File: config.mk
export PLATFORM = sky130hd
export DESIGN_NAME = updown_monitor_flat
export DESIGN_NICKNAME = d
export VERILOG_FILES = /design/src/rtl/updown_monitor_pkg.sv /design/src/rtl/updown_monitor_if.sv /design/src/rtl/updown_monitor_seg7_decode.sv /design/src/rtl/updown_monitor.sv /design/src/flat_wrapper.sv
export SDC_FILE = /design/constraint.sdc
export NUM_CORES = 1
export LEC_CHECK = 0
export ABC_AREA = 1
export CAP_MARGIN = 20
export CORE_ASPECT_RATIO = 1.4
export CORE_UTILIZATION = 40
export CTS_CLUSTER_SIZE = 20
export DETAILED_ROUTE_END_ITERATION = 6
export HOLD_SLACK_MARGIN = 0.1
export PLACE_DENSITY = 0.78
export SLEW_MARGIN = 15
export SYNTH_ARGS = -nofsm -noshare
export SYNTH_HDL_FRONTEND = slang
export SYNTH_SLANG_ARGS = --single-unit
File: constraint.sdc
create_clock -name clk -period 4.3 [get_ports clk]
set_clock_uncertainty 0.05 [all_clocks]
set_input_delay 0.645 -clock clk [delete_from_list [all_inputs] [get_ports clk]]
set_output_delay 0.645 -clock clk [all_outputs]
set_load 0.05 [all_outputs]
File: src/rtl/updown_monitor_pkg.sv
// Shared definitions for the up/down counter path: monitor FSM states and the
// active-low 7-segment glyph table used by both the counter encoder and the monitor.
package updown_monitor_pkg;

  typedef enum logic {
    ST_INIT  = 1'b0,
    ST_TRACK = 1'b1
  } state_t;

  // Bit order is {g,f,e,d,c,b,a}; a lit segment is driven low.
  function automatic logic [6:0] seg_glyph(input logic [3:0] v);
    logic [6:0] lit;
    case (v)
      4'h0:    lit = 7'h3F;
      4'h1:    lit = 7'h06;
      4'h2:    lit = 7'h5B;
      4'h3:    lit = 7'h4F;
      4'h4:    lit = 7'h66;
      4'h5:    lit = 7'h6D;
      4'h6:    lit = 7'h7D;
      4'h7:    lit = 7'h07;
      4'h8:    lit = 7'h7F;
      4'h9:    lit = 7'h6F;
      4'hA:    lit = 7'h77;
      4'hB:    lit = 7'h7C;
      4'hC:    lit = 7'h39;
      4'hD:    lit = 7'h5E;
      4'hE:    lit = 7'h79;
      default: lit = 7'h71;
    endcase
    return ~lit;
  endfunction

endpackage

File: src/rtl/updown_monitor_if.sv
// Counter output bus as seen by the monitor: counter-side samples in, monitor reports out.
interface updown_monitor_if #(
  parameter int WIDTH = 4,
  parameter int ERRW  = 8
);

  logic [WIDTH-1:0] q_in;
  logic             x_in;
  logic [6:0]       seg_in;
  logic             locked;
  logic             dir_up;
  logic             wrap_up;
  logic             wrap_dn;
  logic             step_err;
  logic             x_err;
  logic             seg_err;
  logic [ERRW-1:0]  err_cnt;

  modport master (
    output q_in, x_in, seg_in,
    input  locked, dir_up, wrap_up, wrap_dn, step_err, x_err, seg_err, err_cnt
  );

  modport slave (
    input  q_in, x_in, seg_in,
    output locked, dir_up, wrap_up, wrap_dn, step_err, x_err, seg_err, err_cnt
  );

endinterface

File: src/rtl/updown_monitor_seg7_decode.sv
// Combinational 7-segment decoder: maps an active-low pattern back to its hex digit
// and flags patterns that match no glyph.
module seg7_decode
  import updown_monitor_pkg::*;
(
  input  logic [6:0] seg,
  output logic [3:0] value,
  output logic       known
);

  always_comb begin
    value = '0;
    known = 1'b0;
    for (int i = 0; i < 16; i++) begin
      if (seg == seg_glyph(4'(i))) begin
        value = 4'(i);
        known = 1'b1;
      end
    end
  end

endmodule

File: src/rtl/updown_monitor.sv
// On-chip checker for the up/down counter bus: tracks direction and wraps, and
// reports step, terminal-flag and segment errors as registered one-cycle pulses.
module updown_monitor
  import updown_monitor_pkg::*;
#(
  parameter int WIDTH = 4,
  parameter int MAXV  = 15,
  parameter int ERRW  = 8
) (
  input  logic           clk,
  input  logic           clr,
  updown_monitor_if.slave bus
);

  localparam logic [WIDTH-1:0] QMAX = WIDTH'(MAXV);
  localparam logic [WIDTH:0]   DMAX = (WIDTH+1)'(MAXV);
  localparam logic [WIDTH:0]   MODV = (WIDTH+1)'(MAXV + 1);
  localparam logic [WIDTH:0]   ONE  = (WIDTH+1)'(1);

  state_t           state, state_nxt;
  logic [WIDTH-1:0] prev;
  logic             dir_q, dir_nxt;
  logic             wrap_up_q, wrap_dn_q, step_err_q, x_err_q, seg_err_q;
  logic [ERRW-1:0]  err_q, cnt_nxt;

  logic [WIDTH:0]   qx, px, delta;
  logic             step_up, step_dn, dir_now, x_exp;
  logic             step_ev, x_ev, seg_ev, wrap_up_ev, wrap_dn_ev;
  logic [3:0]       seg_val;
  logic             seg_known;
  logic [1:0]       n_err;
  logic [ERRW+1:0]  cnt_sum;

  seg7_decode u_dec (
    .seg   (bus.seg_in),
    .value (seg_val),
    .known (seg_known)
  );

  always_ff @(posedge clk) begin
    if (clr) state <= ST_INIT;
    else     state <= state_nxt;
  end

  // Step/flag checks are evaluated every cycle but only reported once a reference sample exists.
  always_comb begin
    state_nxt  = state;
    step_ev    = 1'b0;
    x_ev       = 1'b0;
    wrap_up_ev = 1'b0;
    wrap_dn_ev = 1'b0;
    dir_nxt    = dir_q;

    qx      = {1'b0, bus.q_in};
    px      = {1'b0, prev};
    delta   = (qx >= px) ? (qx - px) : (qx + MODV - px);
    step_up = (delta == ONE);
    step_dn = (delta == DMAX);
    dir_now = step_up ? 1'b1 : (step_dn ? 1'b0 : dir_q);
    x_exp   = ((bus.q_in == QMAX) & dir_now) | ((bus.q_in == '0) & ~dir_now);
    seg_ev  = ~seg_known | (32'(seg_val) != 32'(bus.q_in)) | (qx > DMAX);

    case (state)
      ST_INIT: state_nxt = ST_TRACK;
      ST_TRACK: begin
        state_nxt  = ST_TRACK;
        step_ev    = ~(step_up | step_dn);
        x_ev       = (bus.x_in != x_exp);
        wrap_up_ev = (prev == QMAX) && (bus.q_in == '0);
        wrap_dn_ev = (prev == '0) && (bus.q_in == QMAX);
        dir_nxt    = dir_now;
      end
      default: state_nxt = ST_INIT;
    endcase

    n_err   = {1'b0, step_ev} + {1'b0, x_ev} + {1'b0, seg_ev};
    cnt_sum = {2'b00, err_q} + (ERRW+2)'(n_err);
    cnt_nxt = (cnt_sum > {2'b00, {ERRW{1'b1}}}) ? '1 : cnt_sum[ERRW-1:0];
  end

  // prev follows q_in unconditionally so a jump resynchronises the tracker.
  always_ff @(posedge clk) begin
    if (clr) begin
      prev       <= '0;
      dir_q      <= 1'b1;
      wrap_up_q  <= 1'b0;
      wrap_dn_q  <= 1'b0;
      step_err_q <= 1'b0;
      x_err_q    <= 1'b0;
      seg_err_q  <= 1'b0;
      err_q      <= '0;
    end else begin
      prev       <= bus.q_in;
      dir_q      <= dir_nxt;
      wrap_up_q  <= wrap_up_ev;
      wrap_dn_q  <= wrap_dn_ev;
      step_err_q <= step_ev;
      x_err_q    <= x_ev;
      seg_err_q  <= seg_ev;
      err_q      <= cnt_nxt;
    end
  end

  assign bus.locked   = (state == ST_TRACK);
  assign bus.dir_up   = dir_q;
  assign bus.wrap_up  = wrap_up_q;
  assign bus.wrap_dn  = wrap_dn_q;
  assign bus.step_err = step_err_q;
  assign bus.x_err    = x_err_q;
  assign bus.seg_err  = seg_err_q;
  assign bus.err_cnt  = err_q;

endmodule
File: src/flat_wrapper.sv
// flat-port wrapper written by rule: the top's interface ports become plain ports
module updown_monitor_flat import updown_monitor_pkg::*;
#(
  parameter int WIDTH = 4,
  parameter int MAXV  = 15,
  parameter int ERRW  = 8
)
  (clk, clr, bus_q_in, bus_x_in, bus_seg_in, bus_locked, bus_dir_up, bus_wrap_up, bus_wrap_dn, bus_step_err, bus_x_err, bus_seg_err, bus_err_cnt);
  updown_monitor_if #(.WIDTH(WIDTH), .ERRW(ERRW)) bus_i ();
  input  logic clk;
  input  logic clr;
  input wire logic [$bits(bus_i.q_in)-1:0] bus_q_in;
  input wire logic [$bits(bus_i.x_in)-1:0] bus_x_in;
  input wire logic [$bits(bus_i.seg_in)-1:0] bus_seg_in;
  output wire logic [$bits(bus_i.locked)-1:0] bus_locked;
  output wire logic [$bits(bus_i.dir_up)-1:0] bus_dir_up;
  output wire logic [$bits(bus_i.wrap_up)-1:0] bus_wrap_up;
  output wire logic [$bits(bus_i.wrap_dn)-1:0] bus_wrap_dn;
  output wire logic [$bits(bus_i.step_err)-1:0] bus_step_err;
  output wire logic [$bits(bus_i.x_err)-1:0] bus_x_err;
  output wire logic [$bits(bus_i.seg_err)-1:0] bus_seg_err;
  output wire logic [$bits(bus_i.err_cnt)-1:0] bus_err_cnt;
  assign bus_i.q_in = bus_q_in;
  assign bus_i.x_in = bus_x_in;
  assign bus_i.seg_in = bus_seg_in;
  assign bus_locked = bus_i.locked;
  assign bus_dir_up = bus_i.dir_up;
  assign bus_wrap_up = bus_i.wrap_up;
  assign bus_wrap_dn = bus_i.wrap_dn;
  assign bus_step_err = bus_i.step_err;
  assign bus_x_err = bus_i.x_err;
  assign bus_seg_err = bus_i.seg_err;
  assign bus_err_cnt = bus_i.err_cnt;
  updown_monitor #(.WIDTH(WIDTH), .MAXV(MAXV), .ERRW(ERRW)) u_core (.clk(clk), .clr(clr), .bus(bus_i));
endmodule
After elaboration in Yosys (flattened, before gate mapping). Index checks and enable logic that the tools add are counted.

Bitwise logic cells: 9. Reductions and logical operators: 6. Magnitude comparators: 2. Equality and inequality tests: 21. $add $sub $neg: 6. Multiplexer cells: 38.

Operators with widths (number): 2-to-1 mux 4 bit (8); == test 7 bit, second input constant (4); 2-to-1 mux 1 bit (22); == test 7 x 5 -> 1 bit, second input constant (3); == test 7 x 6 -> 1 bit, second input constant (3); == test 7 x 2 -> 1 bit, second input constant (2); == test 7 x 4 -> 1 bit, second input constant (2); 2-to-1 mux 3 bit (4); greater-than comparator 10 x 8 -> 1 bit, second input constant (1); adder 8 x 2 -> 9 bit (1); == test 4 bit, second input constant (2); logical NOT 4 bit (2); 2-to-1 mux 8 bit (1); == test 7 x 3 -> 1 bit, second input constant (1); logical NOT 7 bit (1); adder 4 x 5 -> 5 bit, second input constant (1); == test 5 x 1 -> 1 bit, second input constant (1); == test 5 x 4 -> 1 bit, second input constant (1); 2-to-1 mux 5 bit (1); subtractor 4 x 4 -> 5 bit (1); subtractor 5 x 4 -> 5 bit (1); greater-or-equal comparator 4 bit (1); 2-to-1 mux 2 bit (2); != test 4 bit (1); 8 further kinds (15).

Register bits: 19.

Longest topological paths before layout. Gate-level depths: netlist of the first run.

Depth after elaboration: 23. Mapped depth: 24. Gate-level depth less buffers: 24.

Cells and area by module. Synthesis of the first run repeated with hierarchy kept, for this count alone.

Cells, all modules: 196. Area total of the unflattened synthesis: 1322.5 µm².

By module, submodules not included: updown_monitor (cells each 134, area each 1046.0 µm², instances 1); seg7_decode (cells each 62, area each 276.5 µm², instances 1).

Worst setup path after synthesis of the first run. OpenSTA, ideal clock, no wires.

Kind: input -> register. Start point: input bus_q_in[0]. End point: register u_core.err_q[5], in the netlist u_core.bus.err_cnt[5]. Required time: 4.193 ns. Data arrival time: 4.074 ns. Stages: 24. Setup slack: 0.120 ns. Cell sequence: inv_1 > ha_1 > inv_1 > fa_1 > inv_1 > nor3_1 > nand3_1 > nand2_1 > nand2_1 > nand2_1 > nand2_1 > nand2_1 > nand3_1 > fa_1 > inv_1 > ha_1 > inv_1 > fa_1 > or2_2 > nor3_1 > nand2_1 > inv_1 > o21ai_0 > inv_1.

Longest elaborated chain between the ends: 16. Elaborated cells on any way between the ends: 27. Classes of those cells: add/sub: 6; order compare: 2; eq/ne: 5; mux: 6; bitwise: 7; reduce/logical: 1.

Ends and longest elaborated chain: start, declared (RTL line flat_wrapper.sv:12) `input wire logic [$bits(bus_i.q_in)-1:0] bus_q_in;`; adder 4 x 5 -> 5 bit (RTL line updown_monitor.sv:56) `delta = (qx >= px) ? (qx - px) : (qx + MODV - px);`; subtractor 5 x 4 -> 5 bit (RTL line updown_monitor.sv:56); 2-to-1 mux 5 bit (RTL line updown_monitor.sv:56); == test 5 x 4 -> 1 bit (RTL line updown_monitor.sv:58) `step_dn = (delta == DMAX);`; 2-to-1 mux 1 bit (2 in a row) (RTL line updown_monitor.sv:59) `dir_now = step_up ? 1'b1 : (step_dn ? 1'b0 : dir_q);`; NOT 1 bit (RTL line updown_monitor.sv:60) `x_exp = ((bus.q_in == QMAX) & dir_now) | ((bus.q_in == '0) & ~dir_now);`; AND 1 bit (RTL line updown_monitor.sv:60); OR 1 bit (RTL line updown_monitor.sv:60); != test 1 bit (RTL line updown_monitor.sv:68) `x_ev = (bus.x_in != x_exp);`; 2-to-1 mux 1 bit (RTL line updown_monitor.sv:63) `case (state)`; adder 1 x 1 -> 2 bit (RTL line updown_monitor.sv:76) `n_err = {1'b0, step_ev} + {1'b0, x_ev} + {1'b0, seg_ev};`; adder 2 x 1 -> 2 bit * (RTL line updown_monitor.sv:76); adder 8 x 2 -> 9 bit * (RTL line updown_monitor.sv:77) `cnt_sum = {2'b00, err_q} + (ERRW+2)'(n_err);`; greater-than comparator 10 x 8 -> 1 bit (RTL line updown_monitor.sv:78) `cnt_nxt = (cnt_sum > {2'b00, {ERRW{1'b1}}}) ? '1 : cnt_sum[ERRW-1:0];`; 2-to-1 mux 8 bit * (RTL line updown_monitor.sv:78); end signal, assigned (RTL line updown_monitor.sv:100) `err_q <= cnt_nxt;`; end, declared (RTL line updown_monitor.sv:24) `logic [ERRW-1:0] err_q, cnt_nxt;`.

Every way passes the cells marked *; elsewhere a longest branch is shown, timed or not. A chain may end at the register's enable or synchronous reset.

Final worst setup path of the first run.
Start point: input bus_q_in[2]. End point: register u_core.err_q[5], in the netlist u_core.bus.err_cnt[5].

The elaborated chain is that of the path after synthesis.

==> run summary, run 1 <==
Placer Congestion -> 0.8545
CTS max path bufs -> 2
Share of cells above drive strength 1 -> 15.71%
Syn_area_per_cell -> 6.290 um^2
Post-Synth XOR/XNOR Area -> 2.520%
Placed Area -> 1773 um^2
CP Capture Type -> flop
CTS Buf Count -> 3
Status -> completed
HP Class -> flop to flop
Drt via density -> 4.897
Core Box Area -> 3347 um^2
Max-capacitance violation count -> 0
Lkg Pwr -> 0.9021 nW
CP max stage cell -> clkdlybuf4s50_1
Detailed Route WL -> 3055 um
FF+latch count, synth -> 19
CTS clk-pin slew, worst paths -> 0.08 ns
Synth-to-Final Area Change -> 35.01%
Inserted Diodes -> 0
Register area share after synthesis -> 27.36%
Fin crit share -> 94.02%
Htree depth -> 1
Yosys Warn Count -> 0
Post-synth cell types -> 27
Hold Vio Cnt, Final -> 0
Worst slew pin tran -> 0.5211 ns
Max-slew headroom -> 65.15%
Antenna violations before repair -> 0
Via Count -> 1474
Final min period -> 4.043 ns
Critical path, cell by cell -> clkdlybuf4s50_1 -> ha_1 -> a21oi_2 -> o21ai_0 -> nand2_1 -> nand2_1 -> nand3_1 -> nand2_1 -> nand2_1 -> nand2_1 -> nand2_1 -> nand3_2 -> fa_1 -> inv_1 -> ha_2 -> inv_1 -> fa_2 -> or2_4 -> nor3_4 -> nand2_2 -> inv_2 -> o21ai_0 -> inv_1
F_max -> 247.3 MHz
Maximum vdd drop -> 0.3017 mV
Final nets -> 285
Met1 wire length -> 1236 um
Root Buffer -> clkbuf_8
RR Startpoint -> u_core.prev[0]$_SDFF_PP0_
Overall die width -> 51.82 um
Top Layer Used -> met4
DRC -> 0
Design Area, Final -> 1877 um^2
Synthesized area -> 1390 um^2
RSZ-0062 raised after global routing -> false
Setup violations, final -> 0
CP max stage delay -> 0.46 ns
Crit path kind -> input pin to flop
Pre-antenna DRT Iters -> 4
Worst Path Required -> 4.46 ns
Die Footprint -> 3718 um^2
Gate Count Post-Synth -> 221
Number of buffers added on ports -> 28
CTS tree -> yes
Critical Path Start Type -> input pin
Post-route setup slack -> 0.2571 ns
Clk_lat worst skew -> 0.25 ns
Initial Util -> 41.53%
Initial DRC Count -> 39
Met3 routed WL -> 66 um
Critical path peak fanout -> 4
Remaining Overflow, GRT -> 0
Global-route wire length before repair -> 5306 um
Compound-Gate Fraction of Synth Area -> 6.571%
PwrDens -> 297.1 nW/um^2
Post-Synth Simple-Gate Area -> 42.75%
Core Rows -> 25
Largest net degree at the start of global routing -> 14
Dpl ws -> -0.5027 ns
Tot Pwr -> 557.6 uW
Overall Global Routing Usage -> 18.10%
Share of the synthesized area in the top cell type -> 27.36%
Min-delay src -> u_core.prev[3]$_SDFF_PP0_
Number of global-route vias before repair -> 1408
Avg WL per Cell -> 10.15 um
Post-synthesis mux area share -> 0%
Max-slew violation count -> 0
Clk sink count -> 19
Most used cell, CP -> nand2_1
Synth top area cells -> dfxtp_1 (27%), nand2_1 (13%), nor2_1 (10%)
WL met2 -> 1713 um
Routed Antenna Nets -> 0
Adder-cell share of the synthesized area -> 9.721%
Die Ht -> 71.75 um
Boundary Pins -> 29
Worst setup path startpoint -> bus_q_in[2]
WP data arrival -> 4.20 ns
Hold WS -> 0.4018 ns
R2r setup slk -> 0.53 ns
DP HPWL -> 2470 um
Largest area contributor in the netlist -> dfxtp_1
Synthesized net count -> 244
Largest family of logic cells by synthesized area -> simple AND/OR/NAND/NOR gates
-- metal layers --
metal	global-route usage, %	vias up
met5	0	-
li1	-	774
met3	1.274	4
met2	37.32	31
met1	17.39	665
met4	6.607	0
-- critical path, delay by kind of cell --
kind            cells  cell delay (ns)
compound gates      3             0.37
fa+ha+maj           4             1.32
buf+inv             5             0.72
simple gates       11             1.15
-- power breakdown --
part | internal, mW | switching, mW
clock network | 0.0644 | 0.0603
logic | 0.0918 | 0.134
registers | 0.193 | 0.0148
total | 0.349 | 0.209
-- cell usage in the layout (no fill, tap or decap), drive strengths merged, types with 2 or more instances in the layout --
cell type | netlist | final
dfxtp | 19 | 19
a31oi | 2 | 2
buf | 1 | 9
ha | 6 | 6
xnor2 | 3 | 3
clkbuf | 0 | 3
inv | 38 | 38
fa | 3 | 3
nand4 | 6 | 6
clkinv | 1 | 2
nor2 | 44 | 44
a21oi | 5 | 5
clkdlybuf4s50 | 0 | 26
o21ai | 7 | 7
nor3 | 7 | 7
nor4 | 2 | 2
nand3 | 17 | 17
nand2 | 54 | 54
-- synthesized netlist by cell type --
master / instances
nand2_1: 49
nor2_1: 37
inv_1: 35
dfxtp_1: 19
nand3_1: 17
nor3_1: 7
ha_1: 6
nand4_1: 6
nor2_2: 6
o21ai_0: 6
a21oi_1: 5
nand2_2: 5
fa_1: 3
inv_2: 3
xnor2_1: 3
a31oi_1: 2
nor4_1: 2
a21boi_0: 1
buf_4: 1
clkinv_1: 1
nand3b_1: 1
nor2_4: 1
nor3b_1: 1
o211ai_1: 1
o21ai_2: 1
or2_2: 1
xor2_1: 1
-- sequential cells by signal, summed over array words and instances, names as in the netlist --
signal               cells
u_core.bus.dir_up        1
u_core.bus.err_cnt       8
u_core.bus.locked        1
u_core.bus.seg_err       1
u_core.bus.step_err      1
u_core.bus.wrap_dn       1
u_core.bus.wrap_up       1
u_core.bus.x_err         1
u_core.prev              4
-- repair_timing --
action                                  CTS  global route
pin swaps                                 9             8
setup buffers                             0             1
hold buffers                              0             0
endpoints found under the setup margin    8             8
gates resized for setup                  12             6
-- stage by stage --
step                      std cells  setup TNS [ns]  utilization, %
final                           301               0           56.07
after floorplan                 221               0               -
after detailed placement        296          -3.469           52.97
after global routing            301               0           56.07
after CTS                       300               0           55.33
after global placement          296          -2.426           52.97
-- worst paths after layout --
path                                       to  depth (start not counted)
max          u_core.bus.err_cnt[5]$_SDFF_PP0_                         23
min             u_core.bus.wrap_dn$_SDFF_PP0_                          1
max reg2reg  u_core.bus.err_cnt[5]$_SDFF_PP0_                         23
min reg2reg     u_core.bus.wrap_dn$_SDFF_PP0_                          1
-- cell type report --
class                   instances  area [um^2]
well taps                      40        50.05
clock buffers                   3        41.29
repair buffers                 37        350.3
flip-flops and latches         19        380.4
multi-input cells             162        903.4
fillers                       317         1470
inverters                      39        146.4
clock inverters                 1        5.005
-- logic make-up after synthesis --
group | after synthesis
flip-flops | 19
adder cells (fa/ha/maj) | 9
XOR/XNOR | 4
buffers and inverters | 40
AND/OR/NAND/NOR | 133
AO/OA/AOI/OAI | 16
(Power assumes the default switching activity.)
==> run 2: changes to the inputs <==
Settings changed: SYNTH_HIERARCHICAL from default to 1.
==> run summary, run 2 <==
WP data arrival -> 4.24 ns (was 4.20 ns)
DRC -> 0 (unchanged)
Placed cell count -> 274 (was 296)
Post-synth top cells -> inv_1 (41), nand2_1 (24), nand3_1 (20), nor2_1 (20), dfxtp_1 (19) (was nand2_1 (49), nor2_1 (37), inv_1 (35), dfxtp_1 (19), nand3_1 (17))
Detailed Route WL -> 3117 um (was 3055 um)
Post-Layout Cell Count -> 279 (was 301)
Inserted Diodes -> 0 (unchanged)
Dpl ws -> -0.1571 ns (was -0.5027 ns)
Antenna violations before repair -> 0 (unchanged)
RR Startpoint -> u_core/prev[0]$_SDFF_PP0_ (was u_core.prev[0]$_SDFF_PP0_)
Setup violations, final -> 0 (unchanged)
FF+latch count, synth -> 19 (unchanged)
Htree depth -> 1 (unchanged)
Status -> completed (unchanged)
Lkg Pwr -> 0.8907 nW (was 0.9021 nW)
Final nets -> 264 (was 285)
Number of buffers added on ports -> 28 (unchanged)
WHS Endpoint -> u_core/bus.wrap_up$_SDFF_PP0_ (was u_core.bus.wrap_dn$_SDFF_PP0_)
Max-capacitance violation count -> 0 (unchanged)
HP Class -> flop to flop (unchanged)
Initial Util -> 42.35% (was 41.53%)
R2r setup slk -> 0.62 ns (was 0.53 ns)
R2R Path End -> u_core/bus.err_cnt[5]$_SDFF_PP0_ (was u_core.bus.err_cnt[5]$_SDFF_PP0_)
Initial DRC Count -> 39 (unchanged)
Crit path kind -> input pin to flop (unchanged)
Share of cells above drive strength 1 -> 17.08% (was 15.71%)
Boundary Pins -> 29 (unchanged)
CTS Buf Count -> 3 (unchanged)
Buf/Inv on CP -> 4 (was 5)
Synth async-reset ratio -> 0% (unchanged)
Avg WL per Cell -> 11.17 um (was 10.15 um)
Placer Congestion -> 0.9253 (was 0.8545)
CP Capture Type -> flop (unchanged)
Yosys Warn Count -> 6 (was 0)
Core Box Area -> 3123 um^2 (was 3347 um^2)
Critical Path Start Type -> input pin (unchanged)
Routed Antenna Nets -> 0 (unchanged)
CTS clk-pin slew, worst paths -> 0.07 ns (was 0.08 ns)
Count leader, synth -> inv_1 (was nand2_1)
Largest area contributor in the netlist -> dfxtp_1 (unchanged)
Tot Pwr -> 556.4 uW (was 557.6 uW)
Drt via density -> 5.082 (was 4.897)
Number of global-route vias before repair -> 1347 (was 1408)
Max-slew headroom -> 62.31% (was 65.15%)
Most frequent cells in the layout -> inv_1 (39), clkdlybuf4s50_1 (26), nand2_1 (24), nand3_1 (20) (was nand2_1 (48), nor2_1 (37), inv_1 (32), clkdlybuf4s50_1 (26), dfxtp_1 (19))
CTS max path bufs -> 2 (unchanged)
F_max -> 245.3 MHz (was 247.3 MHz)
Worst Path Required -> 4.46 ns (about the same)
Root Buffer -> clkbuf_8 (unchanged)
Critical path peak fanout -> 6 (was 4)
Post-route setup slack -> 0.2230 ns (was 0.2571 ns)
Overall Global Routing Usage -> 18.53% (was 18.10%)
Global-route wire length before repair -> 5092 um (was 5306 um)
Die Ht -> 70.04 um (was 71.75 um)
Clk_lat worst skew -> 0.26 ns (was 0.25 ns)
Most used cell, CP -> nor2_1 (was nand2_1)
Min-delay src -> u_core/prev[3]$_SDFF_PP0_ (was u_core.prev[3]$_SDFF_PP0_)
Register area share after synthesis -> 28.76% (was 27.36%)
Clk sink count -> 19 (unchanged)
Remaining Overflow, GRT -> 0 (unchanged)
Final min period -> 4.077 ns (was 4.043 ns)
Synthesized net count -> 219 (was 244)
Fin crit share -> 94.81% (was 94.02%)
Dominant synthesized flop cell -> dfxtp_1 (unchanged)
Core Util, Final -> 57.97% (was 56.07%)
Synth-to-Final Area Change -> 36.90% (was 35.01%)
Hold path cells -> 2 (was 1)
Number of enable flip-flop cells after synthesis -> 0 (unchanged)
Top delay family on crit path -> simple AND/OR/NAND/NOR gates (was adder cells)
Core Rows -> 24 (was 25)
Maximum vdd drop -> 0.1715 mV (was 0.3017 mV)
Hold Vio Cnt, Final -> 0 (unchanged)
Pre-antenna DRT Iters -> 4 (unchanged)
Gate Count Post-Synth -> 196 (was 221)
Max-slew violation count -> 0 (unchanged)
Critical path, cell by cell -> clkdlybuf4s50_1 -> nor2_1 -> buf_4 -> nand3_1 -> nand4_1 -> nor2_1 -> nand4_1 -> a221oi_1 -> nand3_1 -> fa_1 -> ha_2 -> inv_1 -> fa_1 -> nor2_1 -> nand2_1 -> nor2_2 -> nand2_2 -> nor2_2 -> nand2_2 -> o21ai_2 -> o21ai_1 -> inv_1 (was clkdlybuf4s50_1 -> ha_1 -> a21oi_2 -> o21ai_0 -> nand2_1 -> nand2_1 -> nand3_1 -> nand2_1 -> nand2_1 -> nand2_1 -> nand2_1 -> nand3_2 -> fa_1 -> inv_1 -> ha_2 -> inv_1 -> fa_2 -> or2_4 -> nor3_4 -> nand2_2 -> inv_2 -> o21ai_0 -> inv_1)
Commonest non-fill, non-tap cell in the layout -> inv_1 (was nand2_1)
CP max stage cell -> fa_1 (was clkdlybuf4s50_1)
DP HPWL -> 2490 um (was 2470 um)
Number of flip-flops under the largest register name -> 8 (unchanged)
Syn_area_per_cell -> 6.748 um^2 (was 6.290 um^2)
Via Count -> 1418 (was 1474)
Largest net degree at the start of global routing -> 15 (was 14)
PwrDens -> 307.3 nW/um^2 (was 297.1 nW/um^2)
Post-synth cell types -> 25 (was 27)
CP max stage delay -> 0.52 ns (was 0.46 ns)
Synth top area cells -> dfxtp_1 (29%), inv_1 (12%), nand3_1 (7.6%) (was dfxtp_1 (27%), nand2_1 (13%), nor2_1 (10%))
Worst Reg-to-Reg Cells -> 22 (was 23)
Worst slew pin tran -> 0.5636 ns (was 0.5211 ns)
Hold WS -> 0.4449 ns (was 0.4018 ns)
CTS tree -> yes (unchanged)
Overall die width -> 50.60 um (was 51.82 um)
Share of the synthesized area in the top cell type -> 28.76% (was 27.36%)
Synthesized area -> 1323 um^2 (was 1390 um^2)
Die Footprint -> 3543 um^2 (was 3718 um^2)
run 2: where the power goes:
part / switching, mW / internal [mW]
logic: 0.133 / 0.0872
registers: 0.0155 / 0.193
clock network: 0.0629 / 0.0645
total: 0.212 / 0.345
run 2: cells by family after synthesis:
group | count (synthesis) | share of synthesized area, %
AND/OR/NAND/NOR | 102 | 38.13
adder cells (fa/ha/maj) | 9 | 10.22
XOR/XNOR | 4 | 2.649
buffers and inverters | 43 | 12.20
flip-flops | 19 | 28.76
AO/OA/AOI/OAI | 19 | 8.041
run 2: worst register-to-register path, cell delays in order, from the launching register on:
cell	delay, ns
dfxtp_1	0.38
ha_1	0.17
inv_1	0.06
fa_1	0.48
inv_1	0.05
or2_0	0.22
nor2_2	0.11
nand3_2	0.09
inv_1	0.08
nor3_1	0.06
fa_1	0.51
ha_2	0.18
inv_1	0.05
fa_1	0.37
nor2_1	0.11
nand2_1	0.09
nor2_2	0.10
nand2_2	0.08
nor2_2	0.10
nand2_2	0.10
o21ai_2	0.09
o21ai_1	0.07
inv_1	0.05
run 2: final cells by class:
cell class	instances	area [um^2]
inverters	42	157.7
fillers	315	1313
multi-input cells	134	794.5
clock buffers	3	41.29
well taps	39	48.80
repair buffers	41	382.9
flip-flops and latches	19	380.4
clock inverters	1	5.005
run 2: layer usage:
metal	vias up	global-route usage (%)	wire [um]
met5	-	0	0
met4	0	11.42	80
met3	10	2.397	129
met2	49	34.67	1712
met1	636	18.44	1195
li1	723	-	-
run 2: how the worst max path moves through the flow:
| stage | start | endpoint | slack [ns] | cells past startpoint |
|---|---|---|---|---|
| 6_report | bus_seg_in[1] | u_core/bus.err_cnt[5]$_SDFF_PP0_ | 0.22 | 22 |
| 5_1_grt | bus_seg_in[0] | u_core/bus.err_cnt[5]$_SDFF_PP0_ | -0.04 | 25 |
| 4_1_cts | bus_q_in[0] | u_core/bus.err_cnt[5]$_SDFF_PP0_ | 0.11 | 24 |
| 3_5_place_dp | bus_q_in[0] | u_core/bus.err_cnt[5]$_SDFF_PP0_ | -0.16 | 24 |
| 3_3_place_gp | bus_seg_in[3] | u_core/bus.err_cnt[5]$_SDFF_PP0_ | -0.009 | 23 |
| 2_1_floorplan | bus_q_in[0] | u_core/bus.err_cnt[5]$_SDFF_PP0_ | 0.39 | 23 |
run 2: stage by stage:
stage,cell area (um^2),setup TNS [ns]
after floorplan,1323,0
after detailed placement,1738,-0.7519
after global placement,1738,-0.008827
final,1810,0
after CTS,1784,0
after global routing,1810,-0.03537
run 2: timing repair:
action,4_1_cts,5_1_grt
endpoints found under the setup margin,0,7
setup buffers,0,1
gates resized for setup,0,8
hold buffers,0,0
hold endpoints to repair,0,0
